===== src/rtl/inverse_diffusion_layer.sv =====
// Inverse Ascon linear layer: recovers the pre-diffusion state by applying L^63 as six
// squared-map steps per row. Define INV_DIFFUSION_UNROLL2_EN to apply two steps per clock.
module inverse_diffusion_layer (
    input  logic             clock_i,
    input  logic             resetb_i,
    input  logic             start_i,
    input  logic [4:0][63:0] diffused_i,
    output logic             busy_o,
    output logic             done_o,
    output logic             valid_o,
    output logic [4:0][63:0] target_o
);

    localparam logic [5:0] RotA [5] = '{6'd19, 6'd61, 6'd1, 6'd10, 6'd7};
    localparam logic [5:0] RotB [5] = '{6'd28, 6'd39, 6'd6, 6'd17, 6'd41};

`ifdef INV_DIFFUSION_UNROLL2_EN
    localparam logic [2:0] LastCnt = 3'd2;
`else
    localparam logic [2:0] LastCnt = 3'd5;
`endif

    typedef enum logic {StIdle, StRun} state_e;

    state_e           fsm_q, fsm_d;
    logic [2:0]       cnt_q, cnt_d;
    logic [4:0][63:0] data_q, data_d;
    logic [4:0][63:0] stepped;
    logic [2:0]       step_idx;
    logic             done_q, done_d;
    logic             valid_q, valid_d;

    function automatic logic [63:0] ror64(input logic [63:0] x, input logic [5:0] n);
        logic [127:0] dbl;
        dbl = {x, x} >> n;
        return dbl[63:0];
    endfunction

    // Step k is L squared k times, so both rotations scale by 2^k; the 6-bit shift wraps mod 64.
    function automatic logic [63:0] inv_step(input logic [63:0] x, input logic [5:0] a,
                                             input logic [5:0] b, input logic [2:0] k);
        logic [63:0] res;
        res = x;
        for (int s = 0; s < 6; s++) begin
            if (3'(s) == k) begin
                res = x ^ ror64(x, a << s) ^ ror64(x, b << s);
            end
        end
        return res;
    endfunction

`ifdef INV_DIFFUSION_UNROLL2_EN
    assign step_idx = (fsm_q == StIdle) ? 3'd0 : (cnt_q << 1);
`else
    assign step_idx = (fsm_q == StIdle) ? 3'd0 : cnt_q;
`endif

    always_comb begin
        stepped = '0;
        for (int r = 0; r < 5; r++) begin
`ifdef INV_DIFFUSION_UNROLL2_EN
            stepped[r] = inv_step(inv_step((fsm_q == StIdle) ? diffused_i[r] : data_q[r],
                                           RotA[r], RotB[r], step_idx),
                                  RotA[r], RotB[r], step_idx + 3'd1);
`else
            stepped[r] = inv_step((fsm_q == StIdle) ? diffused_i[r] : data_q[r],
                                  RotA[r], RotB[r], step_idx);
`endif
        end
    end

    always_comb begin
        fsm_d   = fsm_q;
        cnt_d   = cnt_q;
        data_d  = data_q;
        done_d  = 1'b0;
        valid_d = valid_q;
        unique case (fsm_q)
            StIdle: begin
                if (start_i) begin
                    data_d  = stepped;
                    cnt_d   = 3'd1;
                    fsm_d   = StRun;
                    valid_d = 1'b0;
                end
            end
            StRun: begin
                data_d = stepped;
                cnt_d  = cnt_q + 3'd1;
                if (cnt_q == LastCnt) begin
                    fsm_d   = StIdle;
                    done_d  = 1'b1;
                    valid_d = 1'b1;
                end
            end
        endcase
    end

    always_ff @(posedge clock_i or negedge resetb_i) begin
        if (!resetb_i) begin
            fsm_q   <= StIdle;
            cnt_q   <= 3'd0;
            data_q  <= '0;
            done_q  <= 1'b0;
            valid_q <= 1'b0;
        end else begin
            fsm_q   <= fsm_d;
            cnt_q   <= cnt_d;
            data_q  <= data_d;
            done_q  <= done_d;
            valid_q <= valid_d;
        end
    end

    assign busy_o   = (fsm_q == StRun);
    assign done_o   = done_q;
    assign valid_o  = valid_q;
    assign target_o = data_q;

endmodule


===== config.mk =====
export PLATFORM = sky130hd
export DESIGN_NAME = inverse_diffusion_layer
export DESIGN_NICKNAME = d
export VERILOG_FILES = /design/src/rtl/inverse_diffusion_layer.sv
export SDC_FILE = /design/constraint.sdc
export NUM_CORES = 2
export LEC_CHECK = 0
export CAP_MARGIN = 20
export CORE_UTILIZATION = 35
export CTS_BUF_LIST = sky130_fd_sc_hd__clkbuf_4
export CTS_CLUSTER_SIZE = 28
export DETAILED_ROUTE_END_ITERATION = 10
export HOLD_SLACK_MARGIN = 0.12
export PLACE_DENSITY = 0.57
export RECOVER_POWER = 25
export SLEW_MARGIN = 30
export SYNTH_ARGS = -nofsm -noshare
export SYNTH_HDL_FRONTEND = slang
export SYNTH_SLANG_ARGS = --single-unit

===== constraint.sdc =====
create_clock -name clock_i -period 3 [get_ports clock_i]
set_clock_uncertainty 0.1 [all_clocks]
set_input_delay 0.6 -clock clock_i [delete_from_list [all_inputs] [get_ports clock_i]]
set_output_delay 0.6 -clock clock_i [all_outputs]
set_load 0.005 [all_outputs]

[After elaboration in Yosys (flattened, before gate mapping)]
Cells that the tools add are included.
Operators by class
  add/sub/neg operators: 1
  eq/ne operators: 8
  muxes and demuxes: 48
  bitwise logic cells: 61
  reductions and logical operators: 2
Operator list (number)
  $xor A64 B64 Y64: 60
  $mux W64: 35
  $pmux W320 S2: 1
  $mux W320: 1
  $eq A2 B3 Y1 const A: 2
  $eq A3 B3 Y1 const A: 2
  $mux W1: 6
  $mux W3: 2
  $pmux W3 S2: 1
  $pmux W1 S2: 2
  $add A3 B1 Y3 const B: 1
  $eq A1 B3 Y1 const A: 1
  $eq A3 B3 Y1 const B: 1
  $logic_not A3 Y1: 1
  $ne A2 B1 Y1 const B: 1
  $ne A2 B2 Y1 const B: 1
  $reduce_and A2 Y1: 1
  $not A1 Y1: 1
Word-level totals
  register bits after elaboration: 326
  bits of input ports: 323
  output and inout port bits: 323
  word-level logic and storage cells: 129

[Logic depth before layout (Yosys ltp)]
  depth after elaboration: 11
  gate-level depth with buffers: 13
  gate-level depth less buffers: 7

[Worst setup path after synthesis]
No wires, ideal clock.
  path kind: reg-to-reg
  start: register fsm_q, in the netlist busy_o
  end: register data_q (netlist bit target_o[12])
  arrival time: 2.387 ns
  data required time: 2.806 ns
  setup slack: 0.419 ns
  stages on the path, launching flop included: 12
  buffers on the path: 4
  path through: dfrtp_1 buf_6 buf_8 buf_6 mux2i_1 buf_2 xor2_1 xnor2_1 nor2_1 a221oi_1 a21oi_1 a211oi_1
On the way
  word-level cells in the longest chain between the ends: 11
  elaborated cells between the ends (all ways): 30
Ends and longest elaborated chain
  start: declaration: line 25  | state_e fsm_q, fsm_d;
  start signal: assignment: line 101  | fsm_q <= StIdle;
  start signal: assignment: line 107  | fsm_q <= fsm_d;
  $mux W64: line 66  | stepped[r] = inv_step((fsm_q == StIdle) ? diffused_i[r] : data_q[r],
  $xor A64 B64 Y64 (2 in a row): line 46  | res = x ^ ror64(x, a << s) ^ ror64(x, b << s);
  $mux W64 (6 in a row): line 45  | if (3'(s) == k) begin
  $mux W320: line 80  | if (start_i) begin
  $pmux W320 S2: line 78  | unique case (fsm_q)
  end signal: assignment: line 109  | data_q <= data_d;
  end: declaration: line 27  | logic [4:0][63:0] data_q, data_d;
Parallel ways exist; a longest one is shown, timed or not. The select of a mux whose other input is x is not followed.
A chain may end at the register's enable or synchronous reset.

[Worst setup path after layout]
  start: register fsm_q, in the netlist busy_o
  end: register data_q (netlist bit target_o[83])
Same word-level chain as after synthesis.

==> results.txt <==
Total nets after synthesis: 7007
Max stage delay cell, worst path: a222oi_1
Chip height: 401.2 µm
Clk sinks: 326
CP max stage delay: 0.75 ns
Clock transition at path regs: 0.06 ns
Max Fanout on Critical Path: 13
RSZ-0062 raised after global routing: true
Run status: finished with violations
Largest area contributor in the netlist: xnor2_1
Pre-CTS setup slack: -0.2712 ns
Worst hold path type: input port to flip-flop
Post-synth top area share: 23.36%
Fillers: 15485
FF+latch count, synth: 326
Main combinational cell family by area after synthesis: XOR/XNOR gates
Setup WS post-layout: -0.07709 ns
Tightest Pin Transition: 2.327 ns
IO Count: 646
Final wirelength: 340000 µm
Routed Antenna Nets: 0
Pin count of the biggest net entering global routing: 80
Ys flop type: dfrtp_1
Top cells by area, synth: xnor2_1, xor2_1, dfrtp_1
DRC viols: 0
PortBufs: 645
DRT iter0 DRCs: 7983
CTS tree: yes
Cells after Synth: 6682
Max-capacitance violation count: 1
CP Cell Sequence: buf_12, buf_12, buf_16, buf_6, and3_4, buf_12, buf_12, a222oi_1, xor2_1, o211ai_1, o211ai_1
Gpl congestion: 1.048
Via count: 61953
CP bufs+invs: 6
Max Clk Rate: 0.3250 GHz
Mux contribution to synthesized area: 12.05%
Tcrit/Tclk final: 102.6%
Initial antenna violation count: 12
DIE AREA: 0.1610 mm²
Setup CP Type: flip-flop to flip-flop
FFs w/ async S/R, synth: 100.0%
Synthesized-area fraction occupied by adder cells: 0.04486%
Most common cell after layout, fill and taps aside: xnor2_1
Global route overflow: 0
CP dominant cell by count: buf_12
Placed insts: 9807
Normalized max-slew margin: -55.15%
Slew Viols, Final: 7
Seq/Total Area, Yosys: 14.62%
Final non-filler cell area: 0.07687 mm²
Endpoints failing setup: 4
Root Driver: clkbuf_4
Routed len/inst: 33.22 µm
Global Route Usage Sum: 40.24%
Min Tclk post-route: 3.077 ns
Worst EP arrival: 3.93 ns
Avg Inst Size Synth: 8.349 µm²
XOR/XNOR Fraction of Synth Area: 38.49%
Detailed Place HPWL: 246300 µm
Clk_lat worst skew: 1.18 ns
Layout cells sized above 1: 26.01%
Initial Util: 35.22%
Critical path data required time: 3.86 ns
Nets: 8383
Via/cell ratio: 6.053
Cts bufs inserted: 117
Row cnt: 146
Failing checks: max-capacitance violations, max-slew violations, negative setup slack
Endpoints failing hold: 0
Synth Area in Compound Gates: 21.71%
Commonest non-fill, non-tap cells in the layout: xnor2_1, buf_4, xor2_1, clkdlybuf4s50_1, nor2_1
Max Buffers Root-to-Sink: 3
Die X: 401.2 µm
Number of synthesized flops with an enable pin: 0
Worst setup EP type: flip-flop
Non-Filler Instances: 10235
Yosys cell types: 81
Synth Cell Area: 0.05578 mm²
Hold Slack: 0.2085 ns
First-pass DRT Iterations: 10
Area grow syn2layout: 37.80%
Delay-heaviest family, CP: compound AO/OA/AOI/OAI gates
First-pass GRT wire length: 469000 µm
CP startpoint kind: flip-flop
Placed standard-cell area: 0.07254 mm²
H-tree depth: 3
Post-synthesis simple-gate area fraction: 6.498%
FF-to-FF setup slack: -0.08 ns
Vias in the first global route: 58679
Ys Warns: 0
CORE AREA: 0.1584 mm²
[per-stage QoR]
step / util (%) / setup TNS, ns
2_1_floorplan: - / 0
3_3_place_gp: 45.80 / -1.214
3_5_place_dp: 45.80 / -1.071
4_1_cts: 47.62 / 0
5_1_grt: 48.53 / -1.332
6_report: 48.54 / -0.1076
[cells in the mapped netlist, drive strengths merged (11+ instances only)]
library cell  count
nand2           364
nand3            23
o211ai           93
a21oi           410
a222oi           38
a221oi          116
a22oi            55
o221ai           97
a211o            19
nor2            486
a221o            61
buf             369
a211oi          128
o31ai            24
a32oi            13
clkbuf          369
or3              11
dfrtp           326
mux2             11
o32ai            39
o21ai           384
nor3             14
xnor2          1499
o22a             11
a31oi            17
xor2            939
mux2i           428
o22ai           240
a22o             23
[routing by layer]
| layer | wire length, µm | share of wire, % | track usage (%) | vias to the layer above |
|---|---|---|---|---|
| met5 | 51 | 0.015 | 0 | - |
| met4 | 19990 | 5.9 | 19.60 | 10 |
| met3 | 37090 | 11 | 8.321 | 910 |
| met2 | 145200 | 43 | 60.51 | 4382 |
| met1 | 137700 | 40 | 54.45 | 30445 |
| li1 | - | - | - | 26206 |
[what timing repair did]
item                                    CTS  global route
gates cloned                              4             5
endpoints found under the setup margin  241            99
pin swaps                                 3            20
hold endpoints to repair                326             0
setup buffers                           110            83
hold buffers                              3             0
resized for setup                       255           110
[path summary, 6_finish.rpt]
| check | from | end | cells after the start |
|---|---|---|---|
| setup / recovery | busy_o | target_o[83] | 11 |
| hold / removal | start_i | cnt_q[1] | 2 |
| setup reg to reg | busy_o | target_o[83] | 11 |
| hold reg to reg | target_o[171] | target_o[171] | 1 |
| max in group asynchronous | resetb_i | target_o[249] | 4 |
| min in group asynchronous | resetb_i | target_o[180] | 4 |
[layout make-up]
class	count	area (µm²)	share of cell area, %
multi-input cells	5613	44660	58.10
repair buffers	1994	19610	25.50
flip-flops and latches	326	8437	10.97
well taps	2072	2592	3.372
clock buffers	175	1314	1.709
clock inverters	36	182.7	0.2376
inverters	6	48.80	0.06348
diodes	13	32.53	0.04232
[kinds of logic (layout without fill, tap and decap cells)]
group | after synthesis | after routing
other cells | 0 | 13
flops | 326 | 326
simple gates | 920 | 921
fa+ha+maj | 2 | 2
buf+inv | 744 | 2211
mux | 439 | 439
xor+xnor | 2438 | 2438
compound gates | 1813 | 1813
[flip-flops by register name (all words and copies together) (netlist names)]
name      count
busy_o        1
cnt_q         3
done_o        1
valid_o       1
target_o    320
Power is left out: the tool's default activity adds up to more than one toggle a clock period on the data nets, which glitch-free logic cannot reach.
